[src/rtl/mdr_load_align.sv]
// mdr_load_align: memory data register with lane alignment.
// Loads: captures the addressed byte/half/word/double lane of the memory read
// data under a request/valid handshake and sign- or zero-extends it.
// Stores: drives lane-shifted write data and byte enables until acknowledged.
// A watchdog aborts any access that sees no mem_rvalid within TIMEOUT cycles.
module mdr_load_align #(
  parameter int DATA_W  = 32,
  parameter int ALW     = $clog2(DATA_W / 8),
  parameter int TIMEOUT = 16
) (
  input  logic                  clk,
  input  logic                  rst,
  input  logic                  rd_start,
  input  logic                  wr_start,
  input  logic [ALW-1:0]        addr_lo,
  input  logic [1:0]            size,
  input  logic                  sign_ext,
  input  logic [DATA_W-1:0]     wr_data,
  input  logic [DATA_W-1:0]     mem_rdata,
  input  logic                  mem_rvalid,
  output logic                  mem_req,
  output logic                  mem_we,
  output logic [DATA_W-1:0]     mem_wdata,
  output logic [DATA_W/8-1:0]   mem_be,
  output logic                  busy,
  output logic [DATA_W-1:0]     mdr_result,
  output logic                  mdr_valid,
  output logic                  err
);

  localparam int BE_W = DATA_W / 8;

  typedef enum logic {IDLE, WAIT} state_t;

  state_t            state_q, state_d;
  logic [7:0]        cnt_q, cnt_d;
  logic [ALW-1:0]    addr_q, addr_d;
  logic [1:0]        size_q, size_d;
  logic              sign_q, sign_d;
  logic              load_q, load_d;

  logic              mem_req_d, mem_we_d, busy_d, mdr_valid_d, err_d;
  logic [DATA_W-1:0] mem_wdata_d, mdr_result_d;
  logic [BE_W-1:0]   mem_be_d;

  logic [DATA_W-1:0] lane, kept, extended;
  logic              lane_msb;
  logic [DATA_W-1:0] store_data;
  logic [BE_W-1:0]   store_be;

  // Bit mask covering the low bytes touched by an access of the given size.
  function automatic logic [DATA_W-1:0] size_mask(input logic [1:0] s);
    case (s)
      2'b00:   size_mask = DATA_W'(8'hFF);
      2'b01:   size_mask = DATA_W'(16'hFFFF);
      2'b10:   size_mask = DATA_W'(32'hFFFF_FFFF);
      default: size_mask = '1;
    endcase
  endfunction

  // Unshifted byte-enable pattern for an access of the given size.
  function automatic logic [BE_W-1:0] be_mask(input logic [1:0] s);
    case (s)
      2'b00:   be_mask = BE_W'(1'b1);
      2'b01:   be_mask = BE_W'(2'b11);
      2'b10:   be_mask = BE_W'(4'hF);
      default: be_mask = '1;
    endcase
  endfunction

  // Natural alignment check; doubleword only exists on a 64-bit port.
  function automatic logic access_legal(input logic [ALW-1:0] a, input logic [1:0] s);
    case (s)
      2'b00:   access_legal = 1'b1;
      2'b01:   access_legal = (a[0] == 1'b0);
      2'b10:   access_legal = (a[1:0] == 2'b00);
      default: access_legal = (DATA_W == 64) && (a == '0);
    endcase
  endfunction

  // Load lane extraction and extension from the latched address/size/sign.
  always_comb begin
    lane = mem_rdata >> {addr_q, 3'b000};
    kept = lane & size_mask(size_q);
    case (size_q)
      2'b00:   lane_msb = lane[7];
      2'b01:   lane_msb = lane[15];
      2'b10:   lane_msb = lane[31];
      default: lane_msb = lane[DATA_W-1];
    endcase
    extended = (sign_q && lane_msb) ? (kept | ~size_mask(size_q)) : kept;
  end

  // Store data and byte enables placed on the addressed lane.
  always_comb begin
    store_data = (wr_data & size_mask(size)) << {addr_lo, 3'b000};
    store_be   = be_mask(size) << addr_lo;
  end

  // Next-state and next-output logic; pulses default low, everything else holds.
  always_comb begin
    state_d      = state_q;
    cnt_d        = cnt_q;
    addr_d       = addr_q;
    size_d       = size_q;
    sign_d       = sign_q;
    load_d       = load_q;
    mem_req_d    = mem_req;
    mem_we_d     = mem_we;
    mem_wdata_d  = mem_wdata;
    mem_be_d     = mem_be;
    busy_d       = busy;
    mdr_result_d = mdr_result;
    mdr_valid_d  = 1'b0;
    err_d        = 1'b0;

    case (state_q)
      IDLE: begin
        if (rd_start || wr_start) begin
          if (!access_legal(addr_lo, size)) begin
            err_d = 1'b1;
          end else begin
            state_d   = WAIT;
            cnt_d     = 8'd0;
            addr_d    = addr_lo;
            size_d    = size;
            sign_d    = sign_ext;
            load_d    = rd_start;
            mem_req_d = 1'b1;
            busy_d    = 1'b1;
            mem_we_d  = !rd_start;
            mem_be_d  = rd_start ? '0 : store_be;
            if (!rd_start) begin
              mem_wdata_d = store_data;
            end
          end
        end
      end
      WAIT: begin
        if (mem_rvalid) begin
          if (load_q) begin
            mdr_result_d = extended;
            mdr_valid_d  = 1'b1;
          end
          state_d   = IDLE;
          mem_req_d = 1'b0;
          mem_we_d  = 1'b0;
          mem_be_d  = '0;
          busy_d    = 1'b0;
        end else if (cnt_q == 8'(TIMEOUT - 1)) begin
          err_d     = 1'b1;
          state_d   = IDLE;
          mem_req_d = 1'b0;
          mem_we_d  = 1'b0;
          mem_be_d  = '0;
          busy_d    = 1'b0;
        end else begin
          cnt_d = cnt_q + 8'd1;
        end
      end
      default: state_d = IDLE;
    endcase
  end

  // State and registered-output update with synchronous reset.
  always_ff @(posedge clk) begin
    if (rst) begin
      state_q    <= IDLE;
      cnt_q      <= 8'd0;
      addr_q     <= '0;
      size_q     <= 2'b00;
      sign_q     <= 1'b0;
      load_q     <= 1'b0;
      mem_req    <= 1'b0;
      mem_we     <= 1'b0;
      mem_wdata  <= '0;
      mem_be     <= '0;
      busy       <= 1'b0;
      mdr_result <= '0;
      mdr_valid  <= 1'b0;
      err        <= 1'b0;
    end else begin
      state_q    <= state_d;
      cnt_q      <= cnt_d;
      addr_q     <= addr_d;
      size_q     <= size_d;
      sign_q     <= sign_d;
      load_q     <= load_d;
      mem_req    <= mem_req_d;
      mem_we     <= mem_we_d;
      mem_wdata  <= mem_wdata_d;
      mem_be     <= mem_be_d;
      busy       <= busy_d;
      mdr_result <= mdr_result_d;
      mdr_valid  <= mdr_valid_d;
      err        <= err_d;
    end
  end

endmodule

[config.mk]
export PLATFORM = sky130hd
export DESIGN_NAME = mdr_load_align
export DESIGN_NICKNAME = d
export VERILOG_FILES = /design/src/rtl/mdr_load_align.sv
export SDC_FILE = /design/constraint.sdc
export NUM_CORES = 1
export LEC_CHECK = 0
export BUFFER_PORTS_ARGS = -buffer_cell sky130_fd_sc_hd__buf_2
export CAP_MARGIN = 5
export CORE_UTILIZATION = 40
export DETAILED_ROUTE_END_ITERATION = 8
export PLACE_DENSITY_LB_ADDON = 0.1
export SLEW_MARGIN = 40
export SYNTH_ARGS = -nofsm -noshare
export SYNTH_HDL_FRONTEND = slang
export SYNTH_SLANG_ARGS = --single-unit
[constraint.sdc]
create_clock -name clk -period 1.7 [get_ports clk]
set_input_delay 0.51 -clock clk [delete_from_list [all_inputs] [get_ports clk]]
set_output_delay 0.51 -clock clk [all_outputs]
set_load 0.02 [all_outputs]
Word-level counts from Yosys, hierarchy flattened
Index checks and enable logic that the tools add are counted.
{"block": "word_totals", "register_bits": 87, "latchBits": 0, "ramBits": 0, "romBits": 0, "mem_count": 0}
{"block": "classes", "multipliers": 0, "n_shift": 3, "add_sub_neg": 1, "n_mux": 38, "order_cmp": 0, "eq_ne": 9, "bitwise": 8, "div": 0, "n_reduce_logical": 12}
{"cell": "$pmux W32 S2", "count": 2}
{"cell": "$and A32 B32 Y32", "count": 2}
{"cell": "$mux W32", "count": 1}
{"cell": "$mux W8", "count": 4}
{"cell": "$not A32 Y32", "count": 1}
{"cell": "$or A32 B32 Y32", "count": 1}
{"cell": "$shl A32 B5 Y32", "count": 1}
{"cell": "$shr A32 B5 Y32", "count": 1}
{"cell": "$mux W4", "count": 5}
{"cell": "$mux W1", "count": 17}
{"cell": "$pmux W4 S2", "count": 2}
{"cell": "$pmux W8 S2", "count": 1}
{"cell": "$pmux W1 S2", "count": 5}
{"cell": "$reduce_and A3 Y1", "count": 3}
{"cell": "$add A8 B1 Y8 const B", "count": 1}
{"cell": "$eq A8 B4 Y1 const B", "count": 1}
{"cell": "$ne A2 B2 Y1 const B", "count": 4}
{"cell": "$reduce_and A4 Y1", "count": 2}
{"cell": "$logic_not A2 Y1", "count": 3}
{"cell": "$eq A2 B1 Y1 const B", "count": 2}
{"cell": "$not A1 Y1", "count": 4}
{"cell": "$shl A4 B2 Y4", "count": 1}
{"cell": "$ne A3 B2 Y1 const B", "count": 1}
{"cell": "$pmux W1 S3", "count": 1}
{"cell": "other kinds (5)", "count": 5}

Depth between registers and ports, before layout
{"block": "depth", "ltp_word": 7, "mapped_depth": 7, "depth_no_buf": 5}

Worst setup path after synthesis
No wires, ideal clock.
{"block": "synth_timing", "path_type": "input port to flip-flop", "from": "input addr_lo[0]", "to": "register mem_wdata[15]", "setup_time_ns": 0.067, "t_arrival_ns": 1.647, "path_slack_ns": -0.014, "path_stages": 6, "path_buffers": 2, "t_required_ns": 1.633, "path_cell_list": "buf_4 > a21oi_4 > o211ai_4 > buf_6 > or3_1 > a21oi_2"}
{"block": "synth_between", "elab_chain_len": 5, "elab_cells_between_ends": 7, "cone_classes": "shift (1); mux (3); bitwise (1); reduce/logical (2)"}
{"element": "start, declared", "line": "15", "rtl": "input logic [ALW-1:0] addr_lo,"}
{"element": "$logic_not A2 Y1 or $not A1 Y1 (tied branches)", "line": "76, 75"}
{"element": "$pmux W1 S3", "line": "73", "rtl": "case (s)"}
{"element": "$mux W1", "line": "119", "rtl": "if (rd_start || wr_start) begin"}
{"element": "$mux W1", "line": "117", "rtl": "case (state_q)"}
{"element": "$reduce_and A4 Y1 (no line)"}
{"element": "end signal, assigned", "line": "191", "rtl": "mem_wdata <= mem_wdata_d;"}
{"element": "end, declared", "line": "23", "rtl": "output logic [DATA_W-1:0] mem_wdata,"}
Several ways; a longest one is shown, not always the timed one. The select of a mux whose other input is x is not followed.
A chain may end at the register's enable or synchronous reset.

Worst setup path after layout
{"block": "layout_timing", "from": "register cnt_q[4]", "to": "register mem_be[2]"}
{"block": "layout_between", "elab_chain_len": 3}
{"element": "start, declared", "line": "36", "rtl": "logic [7:0] cnt_q, cnt_d;"}
{"element": "start signal, assigned", "line": "184", "rtl": "cnt_q <= cnt_d;"}
{"element": "$eq A8 B4 Y1", "line": "150", "rtl": "end else if (cnt_q == 8'(TIMEOUT - 1)) begin"}
{"element": "$ne A3 B2 Y1 (no line)"}
{"element": "$reduce_and A3 Y1 (no line)"}
{"element": "end signal, assigned", "line": "192", "rtl": "mem_be <= mem_be_d;"}
{"element": "end, declared", "line": "24", "rtl": "output logic [DATA_W/8-1:0] mem_be,"}
No other way between the ends.

==> out/metrics.cfg <==
[cts]
clock-root-buffer = clkbuf_8
cts_sinks = 87
clkSlewWorstSetupHoldPaths_ns = 0.09
htree_levels = 3
numCtsBuffers = 9
cts_tree = built
cts_setup_buffers = 0
cts_buffer_depth = 2
cts_resized = 0
clk_latency_ns = 0.35
cts_hold_buf = 0

[floorplan]
num_io_pins = 147
die_h_um = 107
core_um2 = 10500
dieWidth_um = 107
row_count = 37
start_util_pct = 42.0
die_area_um2 = 11500

[min_path]
hold_start = sign_ext
hold-path-cell-count = 3
min_to = sign_q
hold_class = input pin to flop

[detailed_routing]
wl_um = 13500
num_vias = 4440
drc = 0
drt_iter0_drc = 296
drt-pass1-iter-count = 4
ant_nets = 0
drt-vias-per-instance = 5.41
wl_per_cell_um = 16.4

[global_routing]
grt_pass1_wl_um = 21200
overflow = 0
grtUsageTotal_pct = 23.7
antenna_found_initial = 0
grt_pass1_vias = 4244
grt_max_degree = 39

[synthesis]
synthesis.instances = 527
seq_area_frac_synth_pct = 39.5
async_flop_share_pct = 0
netlist_area_um2 = 4410
synth_ff_type = dfxtp_1
synth-edff-count = 0
ys_ff_latch = 87
synthDistinctLibCells = 52
synth.net_count = 602
yosys_warnings = 0
synth.avg_cell_area_um2 = 8.38

[timing]
hold_viol = 0
slew_headroom_pct = 55.4
fmaxAchievable_mhz = 635
skew_ns = 0.00461
drv_slew = 0
worstMarginPinSlew_ns = 0.666
setup_viol = 0
layout_setup_ws_ns = 0.125
fin_crit_sh_pct = 92.6
tns_ns = 0
min_period_ns = 1.58
rsz0062_at_grt = false

[finish]
num-fill-cells = 1020
fin_nets = 756
insertedDiodeCount = 0
syn_to_final_growth_pct = 28.5
drive_gt1_share_pct = 34.5
multi_input_area_um2 = 2390
regArea_um2 = 1740

[setup_path]
worst_path_max_delay_cell = nor4_2
cp_max_fo = 6
r2r_start = cnt_q[4]
crit_buf_inv = 1
crit_cells = 5
worst_path_dominant_cell_family = compound AO/OA/AOI/OAI gates
worstPathRequired_ns = 1.94
r2r-end = mem_be[2]
crit_path_start_kind = flop
slowest_delay_ns = 0.41
worstSetupPathType = flop to flop
rr_worst_depth = 5
path_cells = nor4_2, a41oi_1, buf_4, a32oi_1, o21ai_1
critPathCaptureType = flop
cp.arrival_ns = 1.81
r2r_slack_ns = 0.12

[placed_design]
io_buffers = 146
dp_hpwl_um = 10100
gp_congestion = 0.890
post-place-ws_ns = -0.182

[power]
max-vdd-ir-drop_uv = 478
p_leak_uw = 0.00248
p_per_area_nw_per_um2 = 797

[flow_run]
cap_violations = 0

[status]
outcome = completed

[cells by family (layout without fill, tap and decap cells)]
logic type      count (synthesis)  count (layout)  share of synthesized area [%]
compound gates                201             201                           28.3
simple gates                  133             133                           14.3
flops                          87              87                           39.5
buf+inv                        57             214                           6.46
mux                            44              44                           10.4
xor+xnor                        4               4                          0.794
fa+ha+maj                       1               1                          0.283
[worst max path at each step]
stage	slack [ns]	end	start
after floorplan	-0.004	mem_wdata[15]	addr_lo[1]
after global placement	-0.15	cnt_q[2]	size[0]
after detailed placement	-0.18	mem_wdata[0]	size[0]
after CTS	0.02	mdr_result[27]	addr_q[0]
after global routing	0.03	mem_be[2]	cnt_q[4]
final	0.12	mem_be[2]	cnt_q[4]
[worst register-to-register path: cells and delay by family (launching register included)]
kind,cells,cell delay (ns)
AOI/OAI and AO/OA,3,0.50
and+or+nand+nor,1,0.41
buffers and inverters,1,0.18
DFF,1,0.37
[metal layers]
metal | GRT usage (%) | share of wire (%) | vias up
met5 | 0 | 0 | -
met4 | 9.10 | 1.8 | 0
met3 | 5.47 | 6.1 | 19
met2 | 35.8 | 44 | 132
met1 | 32.5 | 48 | 2073
li1 | - | - | 2216
[report_power, final]
group	internal, uW	switching [uW]	leakage, uW	total (uW)
Combinational	344	468	0.00167	812
Sequential	2100	38.2	0.000705	2130
Clock	856	716	0.000105	1570
[cell usage in the layout (no fill, tap or decap), types with 3 or more instances in the layout]
cell and instances:
xnor2_1 3, o21ai_1 3, nand3b_1 3, dfxtp_1 87
nor2b_1 8, a31oi_1 3, buf_4 42, clkbuf_8 10
inv_1 8, mux2_2 15, a21oi_1 82, buf_12 4
nand2b_1 3, o211ai_1 8, o21ai_0 52, nand3_1 19
o2bb2ai_1 7, buf_2 146, nand2_1 54, or3_1 8
a22oi_1 15, o221a_2 6, mux2i_1 29, a22o_1 8
nor2_1 25
[metrics by stage]
| step | area, um^2 | total power, uW | hold WS [ns] | cells | util [%] |
|---|---|---|---|---|---|
| after floorplan | 4420 | 2660 | 0.440 | 527 | - |
| after global placement | 5460 | 2980 | 0.438 | 806 | 51.9 |
| after detailed placement | 5460 | 2980 | 0.443 | 806 | 51.9 |
| after CTS | 5670 | 4580 | 0.372 | 820 | 53.9 |
| after global routing | 5670 | 4750 | 0.415 | 820 | 54.0 |
| final | 5670 | 4520 | 0.392 | 820 | 54.0 |
[layout make-up]
class,instances,share of cell area [%]
clock inverters,3,1.21
repair buffers,192,19.9
multi-input cells,383,42.2
inverters,8,0.530
clock buffers,11,2.49
flip-flops and latches,87,30.7
well taps,136,3.00
[state kept, by name (all words and copies together) (netlist names)]
register and count:
addr_q 2, state_q 1, cnt_q 8, sign_q 1, mem_wdata 32, load_q 1
mem_be 4, mdr_result 32, busy 1, size_q 2, mem_we 1, mdr_valid 1
err 1
[synthesized netlist by cell type, drive strengths merged, types with 9 or more instances]
cell type   n  area, um^2
dfxtp      87        1740
mux2i      29         290
o211ai      9        81.3
o21ai      55         275
nand2      54         203
clkbuf     23        86.3
nand3      19        95.1
a21oi      84         435
nor2       25        93.8
a22oi      15         113
mux2       15         169
buf        26         169
Note: power is estimated with default switching activity, not from simulation.
